--- src/rtl/spi_slave_if.sv ---
// Local-side and pin-side signals of the SPI mode-0 responder, bundled for
// the DUT and its bench.
interface spi_slave_if;
  logic [7:0] tx_data;
  logic       tx_load;
  logic       tx_ready;
  logic [7:0] rx_data;
  logic       rx_valid;
  logic       busy;
  logic       sclk;
  logic       mosi;
  logic       cs_n;
  logic       miso;

  modport slave (
    input  tx_data, tx_load, sclk, mosi, cs_n,
    output tx_ready, rx_data, rx_valid, busy, miso
  );

  modport master (
    output tx_data, tx_load, sclk, mosi, cs_n,
    input  tx_ready, rx_data, rx_valid, busy, miso
  );
endinterface

--- src/rtl/spi_slave.sv ---
// SPI mode-0 responder: oversamples sclk/cs_n/mosi in clk_i, shifts 8-bit
// words MSB-first both ways, single-entry transmit buffer with bypass.
//
// state  | meaning
// IDLE   | synchronized cs_n high, sclk edges ignored, miso held 0
// ACTIVE | synchronized cs_n low, shifting on sclk edges
module spi_slave #(
  parameter int SYNC_STAGES = 2
) (
  input logic        clk_i,
  input logic        rst_ni,
  spi_slave_if.slave bus
);

  typedef enum logic {IDLE, ACTIVE} state_t;

  state_t                 state_q, state_d;
  logic [SYNC_STAGES-1:0] sclk_sync_q, cs_sync_q, mosi_sync_q;
  logic                   sclk_hist_q, cs_hist_q;
  logic [2:0]             bit_cnt_q, bit_cnt_d;
  logic [7:0]             tx_shift_q, tx_shift_d;
  logic [7:0]             rx_shift_q, rx_shift_d;
  logic [7:0]             buf_q, buf_d;
  logic                   tx_ready_q, tx_ready_d;
  logic [7:0]             rx_data_q, rx_data_d;
  logic                   rx_valid_q, rx_valid_d;
  logic                   miso_q, miso_d;

  logic       sclk_s, cs_s, mosi_s;
  logic       sclk_rise, sclk_fall, cs_fall, cs_rise;
  logic       consume;
  logic [7:0] load_val;

  assign sclk_s    = sclk_sync_q[SYNC_STAGES-1];
  assign cs_s      = cs_sync_q[SYNC_STAGES-1];
  assign mosi_s    = mosi_sync_q[SYNC_STAGES-1];
  assign sclk_rise = sclk_s & ~sclk_hist_q;
  assign sclk_fall = ~sclk_s & sclk_hist_q;
  assign cs_fall   = ~cs_s & cs_hist_q;
  assign cs_rise   = cs_s & ~cs_hist_q;

  always_ff @(posedge clk_i or negedge rst_ni) begin
    if (!rst_ni) begin
      state_q     <= IDLE;
      sclk_sync_q <= '0;
      cs_sync_q   <= '1;
      mosi_sync_q <= '0;
      sclk_hist_q <= 1'b0;
      cs_hist_q   <= 1'b1;
      bit_cnt_q   <= 3'd0;
      tx_shift_q  <= 8'h00;
      rx_shift_q  <= 8'h00;
      buf_q       <= 8'h00;
      tx_ready_q  <= 1'b1;
      rx_data_q   <= 8'h00;
      rx_valid_q  <= 1'b0;
      miso_q      <= 1'b0;
    end else begin
      state_q     <= state_d;
      sclk_sync_q <= {sclk_sync_q[SYNC_STAGES-2:0], bus.sclk};
      cs_sync_q   <= {cs_sync_q[SYNC_STAGES-2:0], bus.cs_n};
      mosi_sync_q <= {mosi_sync_q[SYNC_STAGES-2:0], bus.mosi};
      sclk_hist_q <= sclk_s;
      cs_hist_q   <= cs_s;
      bit_cnt_q   <= bit_cnt_d;
      tx_shift_q  <= tx_shift_d;
      rx_shift_q  <= rx_shift_d;
      buf_q       <= buf_d;
      tx_ready_q  <= tx_ready_d;
      rx_data_q   <= rx_data_d;
      rx_valid_q  <= rx_valid_d;
      miso_q      <= miso_d;
    end
  end

  always_comb begin
    state_d    = state_q;
    bit_cnt_d  = bit_cnt_q;
    tx_shift_d = tx_shift_q;
    rx_shift_d = rx_shift_q;
    buf_d      = buf_q;
    tx_ready_d = tx_ready_q;
    rx_data_d  = rx_data_q;
    rx_valid_d = 1'b0;
    miso_d     = miso_q;
    consume    = 1'b0;
    load_val   = 8'h00;

    case (state_q)
      IDLE: begin
        if (cs_fall) begin
          state_d   = ACTIVE;
          bit_cnt_d = 3'd0;
          consume   = 1'b1;
        end
      end
      ACTIVE: begin
        if (cs_rise) begin
          state_d   = IDLE;
          bit_cnt_d = 3'd0;
          miso_d    = 1'b0;
        end else if (sclk_rise) begin
          rx_shift_d = {rx_shift_q[6:0], mosi_s};
          bit_cnt_d  = bit_cnt_q + 3'd1;
          if (bit_cnt_q == 3'd7) begin
            rx_data_d  = {rx_shift_q[6:0], mosi_s};
            rx_valid_d = 1'b1;
          end
        end else if (sclk_fall) begin
          if (bit_cnt_q != 3'd0) begin
            tx_shift_d = {tx_shift_q[6:0], 1'b0};
            miso_d     = tx_shift_q[6];
          end else begin
            consume = 1'b1;
          end
        end
      end
      default: state_d = IDLE;
    endcase

    // A consume takes the buffered byte if present, else a same-cycle load
    // bypasses straight into the shifter; an empty buffer sends zeros.
    if (consume) begin
      if (!tx_ready_q) begin
        load_val = buf_q;
        if (bus.tx_load) begin
          buf_d = bus.tx_data;
        end else begin
          tx_ready_d = 1'b1;
        end
      end else if (bus.tx_load) begin
        load_val = bus.tx_data;
      end
      tx_shift_d = load_val;
      miso_d     = load_val[7];
    end else if (bus.tx_load) begin
      buf_d      = bus.tx_data;
      tx_ready_d = 1'b0;
    end
  end

  assign bus.tx_ready = tx_ready_q;
  assign bus.rx_data  = rx_data_q;
  assign bus.rx_valid = rx_valid_q;
  assign bus.busy     = (state_q == ACTIVE);
  assign bus.miso     = miso_q;

endmodule

--- src/flat_wrapper.sv ---
// flat-port wrapper written by rule: the top's interface ports become plain ports
module spi_slave_flat 
#(
  parameter int SYNC_STAGES = 2
)
  (clk_i, rst_ni, bus_tx_data, bus_tx_load, bus_sclk, bus_mosi, bus_cs_n, bus_tx_ready, bus_rx_data, bus_rx_valid, bus_busy, bus_miso);
  spi_slave_if bus_i ();
  input logic clk_i;
  input logic rst_ni;
  input wire logic [$bits(bus_i.tx_data)-1:0] bus_tx_data;
  input wire logic [$bits(bus_i.tx_load)-1:0] bus_tx_load;
  input wire logic [$bits(bus_i.sclk)-1:0] bus_sclk;
  input wire logic [$bits(bus_i.mosi)-1:0] bus_mosi;
  input wire logic [$bits(bus_i.cs_n)-1:0] bus_cs_n;
  output wire logic [$bits(bus_i.tx_ready)-1:0] bus_tx_ready;
  output wire logic [$bits(bus_i.rx_data)-1:0] bus_rx_data;
  output wire logic [$bits(bus_i.rx_valid)-1:0] bus_rx_valid;
  output wire logic [$bits(bus_i.busy)-1:0] bus_busy;
  output wire logic [$bits(bus_i.miso)-1:0] bus_miso;
  assign bus_i.tx_data = bus_tx_data;
  assign bus_i.tx_load = bus_tx_load;
  assign bus_i.sclk = bus_sclk;
  assign bus_i.mosi = bus_mosi;
  assign bus_i.cs_n = bus_cs_n;
  assign bus_tx_ready = bus_i.tx_ready;
  assign bus_rx_data = bus_i.rx_data;
  assign bus_rx_valid = bus_i.rx_valid;
  assign bus_busy = bus_i.busy;
  assign bus_miso = bus_i.miso;
  spi_slave #(.SYNC_STAGES(SYNC_STAGES)) u_core (.clk_i(clk_i), .rst_ni(rst_ni), .bus(bus_i));
endmodule
--- config.mk ---
export PLATFORM = sky130hd
export DESIGN_NAME = spi_slave_flat
export DESIGN_NICKNAME = d
export VERILOG_FILES = /design/src/rtl/spi_slave_if.sv /design/src/rtl/spi_slave.sv /design/src/flat_wrapper.sv
export SDC_FILE = /design/constraint.sdc
export NUM_CORES = 1
export LEC_CHECK = 0
export BUFFER_PORTS_ARGS = -buffer_cell sky130_fd_sc_hd__buf_2
export CAP_MARGIN = 30
export CORE_ASPECT_RATIO = 0.5
export CORE_UTILIZATION = 35
export CTS_CLUSTER_SIZE = 25
export DETAILED_ROUTE_END_ITERATION = 10
export SYNTH_ARGS = -nofsm -noshare
export SYNTH_HDL_FRONTEND = slang
export SYNTH_SLANG_ARGS = --single-unit
--- constraint.sdc ---
create_clock -name clk_i -period 4.16 [get_ports clk_i]
set_clock_uncertainty 0.05 [all_clocks]
set_input_delay 0 -clock clk_i [delete_from_list [all_inputs] [get_ports clk_i]]
set_output_delay 0 -clock clk_i [all_outputs]
set_load 0.02 [all_outputs]
==> results.toml, run 1 <==
[outcome]
outcome = "finished clean"

[worst_setup_path]
crit_arrival_ns = 2.23
critPathMaxFanout = 11
reg2reg_depth = 4
r2r_end = "u_core.bus.rx_data[0]"
r2r_setup_slack_ns = 2.05
critPathLaunchType = "flop"
critPathCaptureType = "flop"
critPathKind = "reg2reg"
worst_r2r_startpoint = "u_core.cs_hist_q"
crit_required_ns = 4.29

[global_route]
grt_max_degree = 36
track_usage_pct = 12.6
grt.overflow.total = 0
grt_first_pass_wirelength_um = 5370
first_global_vias = 1175
antenna_found_initial = 0

[clocking]
cts_buffer_depth = 2
clk_latency_ns = 0.29
clkTransAtPathRegs_ns = 0.09
cts_resized = 0
root_buffer = "clkbuf_8"
numCtsBuffers = 5
clock_sinks = 45
cts_setup_buffers = 0
cts_tree = "done"
htreeDepth = 2

[routing]
wl_per_cell_um = 13.0
drt_iter0_markers = 43
drc_errors = 0
postRouteAntennaNets = 0
first_pass_iters = 4
post_drt_via_cell_ratio = 4.74
vias = 1175
wirelength_um = 3240

[die]
coreArea_sq_mm = 0.00500
start_util_pct = 36.9
die_w_um = 105
ios = 26
dieArea_sq_mm = 0.00559
rows = 18
die-height_um = 53.4

[synthesis]
synth_top_area_share_pct = 55.6
synth_area_leader_cell = "dfrtp_1"
mappedNetlistArea_sq_mm = 0.00185
synth.distinct_cells = 29
ys_ff_latch = 45
synthTopCellsByArea = "dfrtp_1 56%, mux2_2 15%, dfstp_2 5.7%"
yosys_warnings = 0
synth_nets = 152
avgSynthCellArea_sq_um = 13.7
seq_area_frac_synth_pct = 61.2
syn_inst = 135

[finish]
layout.nets = 194
area_delta_synth_final_pct = 23.4
num_antenna_cells = 0
fillerInstances = 484
drive_gt1_share_pct = 38.2

[timing]
finalHoldViolations = 0
period_needed_ns = 2.11
tns_ns = 0
slew_headroom_pct = 47.4
worst_pin_slew_ns = 0.785
fin_crit_sh_pct = 50.6
slew_viol_final = 0
whs_ns = 0.0558
final-setup-viol-count = 0
rsz0062_at_grt = "false"
max_freq_mhz = 475

[job]
cap_violations = 0

[power]
total_leakage_power_uw = 0.00107
powerDensity_mw_per_mm2 = 431
peakVddDrop_v = 0.000155

[placed_design]
place_congestion = 0.749
dp_hpwl_um = 2160
portBuffers = 25

[worst_hold_path]
holdCritPathClass = "in2async"
[through the flow]
stage | utilization [%] | power (uW) | area, sq um | cells | worst slack, ns
3_3_place_gp | 40.8 | 712 | 2040 | 226 | 2.11
2_1_floorplan | - | 665 | 1850 | 135 | 2.48
5_1_grt | 45.6 | 1040 | 2280 | 248 | 1.85
6_report | 45.6 | 983 | 2280 | 248 | 2.05
3_5_place_dp | 41.2 | 723 | 2060 | 227 | 2.02
4_1_cts | 45.6 | 999 | 2280 | 248 | 2.01
[flip-flops by register name (all words and copies together) (netlist names), 2 cells and up]
name / cells
u_core.mosi_sync_q: 2
u_core.buf_q: 8
u_core.rx_shift_q: 7
u_core.cs_sync_q: 2
u_core.sclk_sync_q: 2
u_core.bus.rx_data: 8
u_core.tx_shift_q: 7
u_core.bit_cnt_q: 3
[synth_stat cells]
library cell / n
a21boi_0: 1
a21oi_1: 4
a221oi_1: 1
a22o_1: 2
a22oi_1: 13
a31oi_4: 1
a41oi_1: 1
and2_1: 1
and3_1: 2
and3b_2: 1
buf_1: 1
buf_2: 2
clkbuf_1: 1
clkinv_1: 1
dfrtp_1: 41
dfstp_2: 4
ha_1: 3
inv_1: 5
mux2_2: 24
nand2_1: 3
nand2_2: 1
nand2b_1: 3
nor2_1: 3
nor2b_1: 2
nor3_2: 1
nor3b_2: 1
o21ai_0: 10
o21ai_4: 1
o22a_1: 1
[worst max-delay path by stage]
stage	start	to	slack (ns)	cells past startpoint
2_1_floorplan	u_core.bus.busy	u_core.buf_q[0]	2.48	4
3_3_place_gp	u_core.cs_hist_q	u_core.bus.rx_data[4]	2.11	4
3_5_place_dp	u_core.cs_hist_q	u_core.bus.rx_data[7]	2.02	4
4_1_cts	u_core.bus.busy	u_core.bus.rx_data[0]	2.01	4
5_1_grt	u_core.bus.busy	u_core.bus.rx_data[0]	1.85	4
6_report	u_core.cs_hist_q	u_core.bus.rx_data[0]	2.05	4
[final cells by class]
type | count | area (sq um) | share of cell area, %
inverter | 6 | 22.5 | 0.988
tap | 70 | 87.6 | 3.84
clock inverter | 3 | 17.5 | 0.769
multi-input combinational | 80 | 676 | 29.7
sequential | 45 | 1130 | 49.6
timing repair buffer | 39 | 275 | 12.1
clock buffer | 5 | 68.8 | 3.02
[cells by family after synthesis]
group,share of synthesized area [%]
flops,61.2
compound gates,13.9
simple gates,6.03
fa+ha+maj,2.03
mux,14.6
buf+inv,2.17
[placed cells by master, fill, tap and decap left out, drive strengths merged, types with 4 or more instances in the layout]
cell type	instances
a21oi	4
a22oi	13
buf	26
clkbuf	5
dfrtp	41
dfstp	4
dlygate4sd3	13
inv	5
mux2	24
nand2	4
o21ai	11
[report_power, final]
part / switching [uW] / internal [uW]
Combinational: 74.3 / 87.0
Sequential: 48.1 / 511
Clock: 147 / 116
[layer usage]
metal  GRT usage, %  routed length, um
met1           15.6               1600
met2           21.1               1500
met3           3.82                 94
met4           4.93                 37
met5              0                  0
[critical path, cell delays in order, from the launching register on]
cell	delay (ns)
dfstp_2	0.58
nor2b_1	0.08
nor3_2	0.64
nand2_2	0.30
mux2_2	0.34
[timing repair]
item,in CTS,in global routing
hold buffers,13,0
endpoints found under the setup margin,0,0
hold endpoints to repair,60,0
Power figures use the tool's default switching activity.
==> run 2, diff against run 1 <==
clock period = 1.92 ns   (was 4.16 ns; I/O delays follow)
==> run 2 against run 1 <==
Against the previous run: combinational power is 120% higher; sequential power is 120% higher; critical path depth is 2 higher; cell count is 1.6% higher; clock-buffer cell count stayed put; via count is 1.3% higher; die area stayed put; core utilization is 0.93 points higher; global-route usage is 0.66 points higher; sequential share of layout area is 0.99 points lower; critical endpoint is now u_core.buf_q[4]; largest power group unchanged; highest routed layer unchanged.
==> results.toml, run 2 (synthesized netlist as in run 1, its figures left out) <==
[outcome]
outcome = "finished clean"

[die]
die_w_um = 105
die-height_um = 53.4
dieArea_sq_mm = 0.00559
rows = 18
ios = 26
start_util_pct = 36.9
coreArea_sq_mm = 0.00500

[global_route]
grt_max_degree = 46
grt.overflow.total = 0
antenna_found_initial = 0
track_usage_pct = 13.2
first_global_vias = 1152
grt_first_pass_wirelength_um = 5440

[timing]
slew_headroom_pct = 56.4
tns_ns = 0
slew_viol_final = 0
rsz0062_at_grt = "false"
finalHoldViolations = 0
max_freq_mhz = 556
final-setup-viol-count = 0
worst_pin_slew_ns = 0.646
fin_crit_sh_pct = 93.6
period_needed_ns = 1.80

[clocking]
clk_latency_ns = 0.30
root_buffer = "clkbuf_8"
cts_resized = 0
htreeDepth = 2
cts_tree = "done"
clkTransAtPathRegs_ns = 0.09
cts_setup_buffers = 0
numCtsBuffers = 5
clock_sinks = 45
cts_buffer_depth = 2
hold_buffers = 13

[worst_setup_path]
critPathCaptureType = "flop"
critPathMaxFanout = 8
critPathMaxStageDelay_ns = 0.41
worst_r2r_startpoint = "u_core.bit_cnt_q[0]"
critPathLaunchType = "flop"
reg2reg_depth = 6
worstPathCellList = "inv_1, ha_1, nor2b_1, a31oi_4, o21ai_4, mux2_2"
crit_required_ns = 2.05
r2r_end = "u_core.buf_q[4]"
r2r_setup_slack_ns = 0.12
crit_arrival_ns = 1.93
slowest_stage = "dfrtp_1"
critPathKind = "reg2reg"

[job]
cap_violations = 0

[placed_design]
place_inst = 231
place_congestion = 0.718
portBuffers = 25
placed_cell_area_sq_mm = 0.00208
dp_hpwl_um = 2180

[finish]
area_delta_synth_final_pct = 25.9
final_cell_mix = "41 x dfrtp_1, 25 x buf_2, 24 x mux2_2"
finalNonFillerCells = 252
layout_commonest_cell = "dfrtp_1"
drive_gt1_share_pct = 39.6
fin_area_sq_mm = 0.00232
num_antenna_cells = 0
layout.nets = 198

[power]
powerDensity_mw_per_mm2 = 982
total_leakage_power_uw = 0.00110
peakVddDrop_v = 0.000364

[routing]
post_drt_via_cell_ratio = 4.72
first_pass_iters = 4
vias = 1190
wl_per_cell_um = 13.0
wirelength_um = 3280
drt_iter0_markers = 25
drc_errors = 0
postRouteAntennaNets = 0

[worst_hold_path]
holdCritPathClass = "in2async"
## run 2: worst max-delay path by stage
stage / start / end / slack (ns) / cells after the start
5_1_grt: u_core.cs_sync_q[1] / u_core.tx_shift_q[5] / 0.02 / 4
3_5_place_dp: u_core.bit_cnt_q[0] / u_core.buf_q[4] / 0.14 / 6
2_1_floorplan: u_core.bus.busy / u_core.buf_q[0] / 0.24 / 4
6_report: u_core.bit_cnt_q[0] / u_core.buf_q[4] / 0.12 / 6
3_3_place_gp: u_core.bit_cnt_q[0] / u_core.buf_q[4] / 0.18 / 6
4_1_cts: u_core.bit_cnt_q[0] / u_core.buf_q[4] / 0.12 / 6
## run 2: layout make-up
| type | instances | area, sq um |
|---|---|---|
| Inverter | 6 | 22.5 |
| Clock buffer | 5 | 68.8 |
| Tap cell | 70 | 87.6 |
| Sequential cell | 45 | 1130 |
| Multi-Input combinational cell | 80 | 676 |
| Clock inverter | 3 | 46.3 |
| Fill cell | 461 | 2680 |
| Timing Repair Buffer | 43 | 293 |
## run 2: stage by stage
step	hold slack, ns	power (uW)	util, %	setup WS (ns)
floorplan	-0.346	1440	-	0.238
global placement	0.0547	1550	41.6	0.183
detailed placement	0.0574	1560	41.6	0.140
CTS	0.276	2310	46.5	0.119
global route	0.274	2410	46.5	0.0158
finish	0.259	2280	46.5	0.123
## run 2: layer usage
layer	up-vias	global-route usage (%)	part of all wire (%)
met5	-	0	0
met4	0	7.04	2.1
met3	7	3.94	2.7
met2	15	19.8	44
met1	591	17.5	51
li1	577	-	-
## run 2: worst max-delay path, delay by kind of cell (launching register included)
kind	cells	cell delay, ns
DFF	1	0.41
and+or+nand+nor	1	0.21
AOI/OAI and AO/OA	2	0.41
adders and majority gates	1	0.15
muxes	1	0.38
buffers and inverters	1	0.06
## run 2: where the power goes
| part | switching, uW | leakage, uW | internal [uW] |
|---|---|---|---|
| Clock | 331 | 0.0000543 | 390 |
| Sequential | 105 | 0.000560 | 1110 |
| Combinational | 158 | 0.000482 | 193 |
